`config.mk`:
```
export PLATFORM = sky130hd
export DESIGN_NAME = sccb_responder
export DESIGN_NICKNAME = d
export VERILOG_FILES = /design/src/rtl/sccb_pkg.sv /design/src/rtl/sccb_regfile.sv /design/src/rtl/sccb_responder.sv
export SDC_FILE = /design/constraint.sdc
export NUM_CORES = 1
export LEC_CHECK = 0
export BUFFER_PORTS_ARGS = -buffer_cell sky130_fd_sc_hd__buf_2
export CAP_MARGIN = 20
export CELL_PAD_IN_SITES_DETAIL_PLACEMENT = 0
export CELL_PAD_IN_SITES_GLOBAL_PLACEMENT = 1
export CORE_ASPECT_RATIO = 0.75
export CORE_MARGIN = 2
export CORE_UTILIZATION = 40
export DETAILED_ROUTE_END_ITERATION = 8
export GPL_ROUTABILITY_DRIVEN = 0
export HOLD_SLACK_MARGIN = 0.02
export PLACE_DENSITY_LB_ADDON = 0.1
export SLEW_MARGIN = 10
export SYNTH_ARGS = -nofsm -noshare
export SYNTH_HDL_FRONTEND = slang
export SYNTH_SLANG_ARGS = --single-unit
```
`constraint.sdc`:
```
create_clock -name clk -period 6.67 [get_ports clk]
set_input_delay 0.667 -clock clk [delete_from_list [all_inputs] [get_ports clk]]
set_output_delay 0.667 -clock clk [all_outputs]
set_load 0.05 [all_outputs]
```
`src/rtl/sccb_pkg.sv`:
```
// Shared definitions for the SCCB responder: FSM states, default device ID and
// the length of one SCCB phase (8 data bits plus an ACK/NA bit).
package sccb_pkg;

   typedef enum logic [3:0] {
      IDLE,
      ID,
      ID_ACK,
      SUB,
      SUB_ACK,
      WDAT,
      WDAT_ACK,
      RDAT,
      RD_NA,
      IGNORE
   } state_t;

   localparam logic [6:0] DEFAULT_DEV_ID = 7'h21;
   localparam int         PHASE_LEN      = 9;

   // Bit-counter value once all eight data bits of a phase have been clocked.
   localparam logic [3:0] LAST_DATA_BIT  = 4'(PHASE_LEN - 1);

endpackage

```
`src/rtl/sccb_regfile.sv`:
```
// NREGS x 8 register file: one synchronous write port, one asynchronous read
// port. Addresses outside 0..NREGS-1 are ignored on write and read as 0x00.
module sccb_regfile #(
   parameter int NREGS = 16
) (
   input  logic       clk,
   input  logic       rst,
   input  logic       we,
   input  logic [7:0] wr_addr,
   input  logic [7:0] wr_data,
   input  logic [7:0] rd_addr,
   output logic [7:0] rd_data
);

   localparam int         AW    = (NREGS > 1) ? $clog2(NREGS) : 1;
   localparam logic [8:0] LIMIT = 9'(NREGS);

   logic [7:0] mem_q [NREGS];
   logic       wr_in_range;
   logic       rd_in_range;

   assign wr_in_range = ({1'b0, wr_addr} < LIMIT);
   assign rd_in_range = ({1'b0, rd_addr} < LIMIT);

   // Register storage; cleared on reset, written when the address is implemented.
   always_ff @(posedge clk or posedge rst) begin
      if (rst) begin
         for (int i = 0; i < NREGS; i++) begin
            mem_q[i] <= 8'h00;
         end
      end else if (we && wr_in_range) begin
         mem_q[wr_addr[AW-1:0]] <= wr_data;
      end
   end

   assign rd_data = rd_in_range ? mem_q[rd_addr[AW-1:0]] : 8'h00;

endmodule

```
`src/rtl/sccb_responder.sv`:
```
// SCCB (3-wire-compatible, 2-wire mode) slave. Oversamples sio_c/sio_d with
// the system clock, decodes START/STOP and bit edges, and services 3-phase
// writes and 2-phase-write + 2-phase-read register accesses.
module sccb_responder
   import sccb_pkg::*;
#(
   parameter logic [6:0] DEV_ID = DEFAULT_DEV_ID,
   parameter int         NREGS  = 16
) (
   input  logic       clk,
   input  logic       rst,
   input  logic       sio_c,
   input  logic       sio_d_in,
   output logic       sio_d_oe,
   output logic       sio_d_out,
   output logic       wr_stb,
   output logic [7:0] wr_addr,
   output logic [7:0] wr_data,
   output logic       busy
);

   localparam logic [8:0] LIMIT = 9'(NREGS);

   // Synchronizers plus one history stage for edge detection.
   logic c_s1_q, c_s2_q, c_prev_q;
   logic d_s1_q, d_s2_q, d_prev_q;

   state_t     state_q, state_d;
   logic [3:0] cnt_q, cnt_d;
   logic [7:0] shreg_q, shreg_d;
   logic [7:0] sub_addr_q, sub_addr_d;
   logic       rw_q, rw_d;
   logic       oe_q, oe_d;
   logic       out_q, out_d;
   logic       wr_stb_q, wr_stb_d;
   logic [7:0] wr_addr_q, wr_addr_d;
   logic [7:0] wr_data_q, wr_data_d;
   logic       busy_q, busy_d;

   logic       reg_we;
   logic [7:0] rd_data;
   logic       c_rise, c_fall, start_cond, stop_cond;

   // Two-flop synchronizers; reset to 1 so the bus looks idle.
   always_ff @(posedge clk or posedge rst) begin
      if (rst) begin
         c_s1_q   <= 1'b1;
         c_s2_q   <= 1'b1;
         c_prev_q <= 1'b1;
         d_s1_q   <= 1'b1;
         d_s2_q   <= 1'b1;
         d_prev_q <= 1'b1;
      end else begin
         c_s1_q   <= sio_c;
         c_s2_q   <= c_s1_q;
         c_prev_q <= c_s2_q;
         d_s1_q   <= sio_d_in;
         d_s2_q   <= d_s1_q;
         d_prev_q <= d_s2_q;
      end
   end

   assign c_rise     =  c_s2_q & ~c_prev_q;
   assign c_fall     = ~c_s2_q &  c_prev_q;
   assign start_cond =  d_prev_q & ~d_s2_q & c_s2_q;
   assign stop_cond  = ~d_prev_q &  d_s2_q & c_s2_q;

   // FSM and datapath state register.
   always_ff @(posedge clk or posedge rst) begin
      if (rst) begin
         state_q    <= IDLE;
         cnt_q      <= 4'd0;
         shreg_q    <= 8'h00;
         sub_addr_q <= 8'h00;
         rw_q       <= 1'b0;
         oe_q       <= 1'b0;
         out_q      <= 1'b1;
         wr_stb_q   <= 1'b0;
         wr_addr_q  <= 8'h00;
         wr_data_q  <= 8'h00;
         busy_q     <= 1'b0;
      end else begin
         state_q    <= state_d;
         cnt_q      <= cnt_d;
         shreg_q    <= shreg_d;
         sub_addr_q <= sub_addr_d;
         rw_q       <= rw_d;
         oe_q       <= oe_d;
         out_q      <= out_d;
         wr_stb_q   <= wr_stb_d;
         wr_addr_q  <= wr_addr_d;
         wr_data_q  <= wr_data_d;
         busy_q     <= busy_d;
      end
   end

   // Next-state logic. Data phases shift on sio_c rise; the hand-off into an
   // ACK bit happens on the fall after bit 8 so the ACK drive starts there. In
   // ACK states cnt stays at 8 on entry and drops to 0 on the ACK clock rise,
   // so the following fall is recognised as the end of the ACK bit.
   always_comb begin
      state_d    = state_q;
      cnt_d      = cnt_q;
      shreg_d    = shreg_q;
      sub_addr_d = sub_addr_q;
      rw_d       = rw_q;
      oe_d       = oe_q;
      out_d      = out_q;
      wr_stb_d   = 1'b0;
      wr_addr_d  = wr_addr_q;
      wr_data_d  = wr_data_q;
      busy_d     = busy_q;
      reg_we     = 1'b0;

      if (stop_cond) begin
         state_d = IDLE;
         cnt_d   = 4'd0;
         oe_d    = 1'b0;
         out_d   = 1'b1;
         busy_d  = 1'b0;
      end else if (start_cond) begin
         state_d = ID;
         cnt_d   = 4'd0;
         oe_d    = 1'b0;
         out_d   = 1'b1;
         busy_d  = 1'b1;
      end else begin
         case (state_q)
            ID, SUB, WDAT: begin
               if (c_rise && (cnt_q < LAST_DATA_BIT)) begin
                  shreg_d = {shreg_q[6:0], d_s2_q};
                  cnt_d   = cnt_q + 4'd1;
               end else if (c_fall && (cnt_q == LAST_DATA_BIT)) begin
                  oe_d  = 1'b1;
                  out_d = 1'b0;
                  if (state_q == ID) begin
                     if (shreg_q[7:1] == DEV_ID) begin
                        state_d = ID_ACK;
                        rw_d    = shreg_q[0];
                     end else begin
                        state_d = IGNORE;
                        cnt_d   = 4'd0;
                        oe_d    = 1'b0;
                        out_d   = 1'b1;
                     end
                  end else if (state_q == SUB) begin
                     state_d    = SUB_ACK;
                     sub_addr_d = shreg_q;
                  end else begin
                     state_d = WDAT_ACK;
                  end
               end
            end

            ID_ACK, SUB_ACK, WDAT_ACK: begin
               if (c_rise) begin
                  cnt_d = 4'd0;
               end else if (c_fall && (cnt_q == 4'd0)) begin
                  oe_d  = 1'b0;
                  out_d = 1'b1;
                  if (state_q == ID_ACK) begin
                     if (rw_q) begin
                        state_d = RDAT;
                        shreg_d = rd_data;
                        oe_d    = 1'b1;
                        out_d   = rd_data[7];
                     end else begin
                        state_d = SUB;
                     end
                  end else if (state_q == SUB_ACK) begin
                     state_d = WDAT;
                  end else begin
                     state_d = WDAT;
                     if ({1'b0, sub_addr_q} < LIMIT) begin
                        reg_we    = 1'b1;
                        wr_stb_d  = 1'b1;
                        wr_addr_d = sub_addr_q;
                        wr_data_d = shreg_q;
                     end
                  end
               end
            end

            RDAT: begin
               if (c_rise && (cnt_q < LAST_DATA_BIT)) begin
                  cnt_d = cnt_q + 4'd1;
               end else if (c_fall && (cnt_q == LAST_DATA_BIT)) begin
                  state_d = RD_NA;
                  cnt_d   = 4'd0;
                  oe_d    = 1'b0;
                  out_d   = 1'b1;
               end else if (c_fall && (cnt_q != 4'd0)) begin
                  out_d   = shreg_q[6];
                  shreg_d = {shreg_q[6:0], 1'b0};
               end
            end

            RD_NA: begin
               if (c_rise) begin
                  state_d = IGNORE;
               end
            end

            IDLE, IGNORE: begin
            end

            default: begin
               state_d = IDLE;
               oe_d    = 1'b0;
               out_d   = 1'b1;
            end
         endcase
      end
   end

   sccb_regfile #(
      .NREGS (NREGS)
   ) u_regfile (
      .clk     (clk),
      .rst     (rst),
      .we      (reg_we),
      .wr_addr (sub_addr_q),
      .wr_data (shreg_q),
      .rd_addr (sub_addr_q),
      .rd_data (rd_data)
   );

   assign sio_d_oe  = oe_q;
   assign sio_d_out = out_q;
   assign wr_stb    = wr_stb_q;
   assign wr_addr   = wr_addr_q;
   assign wr_data   = wr_data_q;
   assign busy      = busy_q;

endmodule

```
==> results.json <==
{
  "rsz0062_at_grt": "no",
  "diodes": 0,
  "powerDensity_nw_per_um2": 275,
  "syn_nets": 578,
  "startpoint_type": "flop",
  "ir_worst_vdd_v": 0.000218,
  "numPortBuffers": 23,
  "cts.clk_slew.worst_paths_ns": 0.08,
  "first_iter_violations": 344,
  "die_h_um": 129,
  "clk_latency_ns": 0.44,
  "dr.pass1.iters": 4,
  "report.final.slew_viol_count": 0,
  "critPathMaxFanout": 23,
  "netlist_instances": 572,
  "timing.max_cap.violations": 0,
  "ys_types": 54,
  "setup_violations": 0,
  "grt_pass1_wl_um": 31900,
  "coreArea_sq_um": 20400,
  "finalNetCount": 585,
  "yosys_register_bits": 179,
  "grt_pass1_vias": 5118,
  "hpwl_um": 13000,
  "antenna_found_initial": 0,
  "h-tree-depth": 4,
  "synth_area_sq_um": 8360,
  "yosys.area_share.xor_xnor": 0.00209,
  "hold_buffers": 0,
  "cts.sinks": 179,
  "grt.total_usage": 0.198,
  "finalHoldViolCount": 0,
  "rows": 45,
  "cts_resized": 0,
  "detail_route.wirelength_um": 20200,
  "total_power_mw": 2.56,
  "fin_skew_ns": 0.00961,
  "p_leak_nw": 4.40,
  "hold_path.class": "in -> async",
  "die_x_um": 171,
  "synth-seq-area-share": 0.537,
  "fmax_ghz": 0.332,
  "wl_per_cell_um": 23.1,
  "fin_crit_sh": 0.452,
  "clk_path_buf_depth": 2,
  "num_vias": 4856,
  "drive_gt1_frac": 0.458,
  "worstSetupEndpointType": "flop",
  "postCtsSetupBuffers": 0,
  "grt_max_degree": 68,
  "synth_top_area_cell": "dfrtp_1",
  "synth_top_area_frac": 0.515,
  "critical_path_arrival_ns": 3.37,
  "final_common_cell": "dfrtp_1",
  "via_per_inst": 5.56,
  "ys_async_sr_fraction": 1.00,
  "drtAntennaViolNets": 0,
  "min_period_ns": 3.02,
  "relSlewSlack": 0.378,
  "grt.overflow.total": 0,
  "synth_mux_area_frac": 0.327,
  "cts_root_buf": "clkbuf_16",
  "synth_top_family_by_area": "multiplexers",
  "synthSimpleGateAreaFrac": 0.0600,
  "cts_tree": "built",
  "io-pin-count": 24,
  "syn_area_per_cell_sq_um": 14.6,
  "final_cell_mix": "dfrtp_1, mux2_2, mux4_2, buf_2, clkbuf_16",
  "status": "complete, no violations",
  "synth_ff_type": "dfrtp_1",
  "synth_edf_count": 0,
  "worstSetupPathType": "reg -> reg",
  "start_util": 0.410,
  "netlist_top_cells_area": "dfrtp_1, mux2_2, mux4_2",
  "synth_compound_area_frac": 0.0438,
  "die_area_sq_um": 22100,
  "cts_made_buffers": 17,
  "worst_pin_slew_ns": 0.934,
  "fin_setup_tns_ns": 0,
  "drc": 0,
  "yosys.area_share.adder": 0.00299,
  "yosys_warnings": 0,
  "syn2layout_area_growth_pct": 11.0,
  "worst-endpoint-required_ns": 7.03
}
[per-stage QoR]
stage               hold slack, ns  cells  utilization  setup slack [ns]  instance area, sq um
floorplan                    0.345    572            -              1.16                  8360
global placement             0.346    842        0.427              3.67                  8700
detailed placement           0.351    842        0.427              3.64                  8700
CTS                          0.299    874        0.456              3.61                  9290
global route                 0.287    874        0.456              3.49                  9290
finish                       0.285    874        0.456              3.65                  9290
[worst max-delay path: stages, from the launching register on]
cell and delay [ns]:
dfrtp_2 0.67, buf_4 0.51, mux4_1 0.64, mux4_2 0.45
and2_1 0.18, a211o_1 0.22, mux2_2 0.26
[per-layer routing]
layer,routed length [um],track usage,vias up
li1,-,-,2160
met1,10300,0.311,2563
met2,8650,0.281,120
met3,1020,0.0440,13
met4,201,0.0404,0
met5,0,0,-
[path summary, 6_finish.rpt]
kind / from / end / slack [ns] / cells past startpoint
min in group clk: sio_d_in / d_s1_q / 0.32 / 1
worst min register to register: c_s1_q / c_s2_q / 0.36 / 0
worst min-delay path: rst / u_regfile.mem_q[9] / 0.29 / 2
max in group asynchronous: rst / u_regfile.mem_q[63] / 5.14 / 3
worst max register to register: sub_addr_q[0] / sio_d_out / 3.65 / 6
worst max-delay path: sub_addr_q[0] / sio_d_out / 3.65 / 6
[final cells by class]
class	instances	area, sq um
timing repair buffer	31	175
sequential	179	4490
clock inverter	15	166
multi-input combinational	342	3640
tap	282	353
clock buffer	17	425
inverter	8	35.0
fill	1843	11100
[registers in the layout, indices dropped and copies added, names as in the netlist, 4 cells and up]
| name | count |
|---|---|
| u_regfile.mem_q | 128 |
| state_q | 4 |
| wr_addr | 8 |
| wr_data | 8 |
| cnt_q | 4 |
| shreg_q | 8 |
| sub_addr_q | 8 |
[kinds of logic (layout without fill, tap and decap cells)]
logic type               count (synthesis)  in the layout
buffers and inverters                   51             71
multiplexers                           200            200
flip-flops                             179            179
adder cells (fa/ha/maj)                  2              2
AO/OA/AOI/OAI                           52             52
XOR/XNOR                                 2              2
AND/OR/NAND/NOR                         86             86
[synthesized netlist by cell type (2+ instances only)]
master,n
buf_2,8
inv_1,8
a31oi_1,2
o21ai_0,11
mux4_2,32
ha_1,2
a221o_1,2
and4_1,2
o22ai_1,2
a211o_1,3
buf_6,2
nor2b_1,13
a22o_1,7
dfrtp_1,172
and3_1,3
mux4_1,8
clkbuf_1,30
nor4_1,2
buf_1,2
and2_1,7
nand2_1,14
dfstp_2,7
o2111a_1,2
a21oi_1,12
nor2_2,2
mux2_2,160
nor2_1,9
nor3b_1,2
nand2b_1,4
nand4_1,5
nor3_1,2
nand3_1,13
[power breakdown]
group	internal, mW	switching, mW	total (mW)
Sequential	1.12	0.153	1.27
Combinational	0.116	0.177	0.293
Clock	0.503	0.490	0.993
Total	1.74	0.819	2.56
Note: power is estimated with default switching activity, not from simulation.
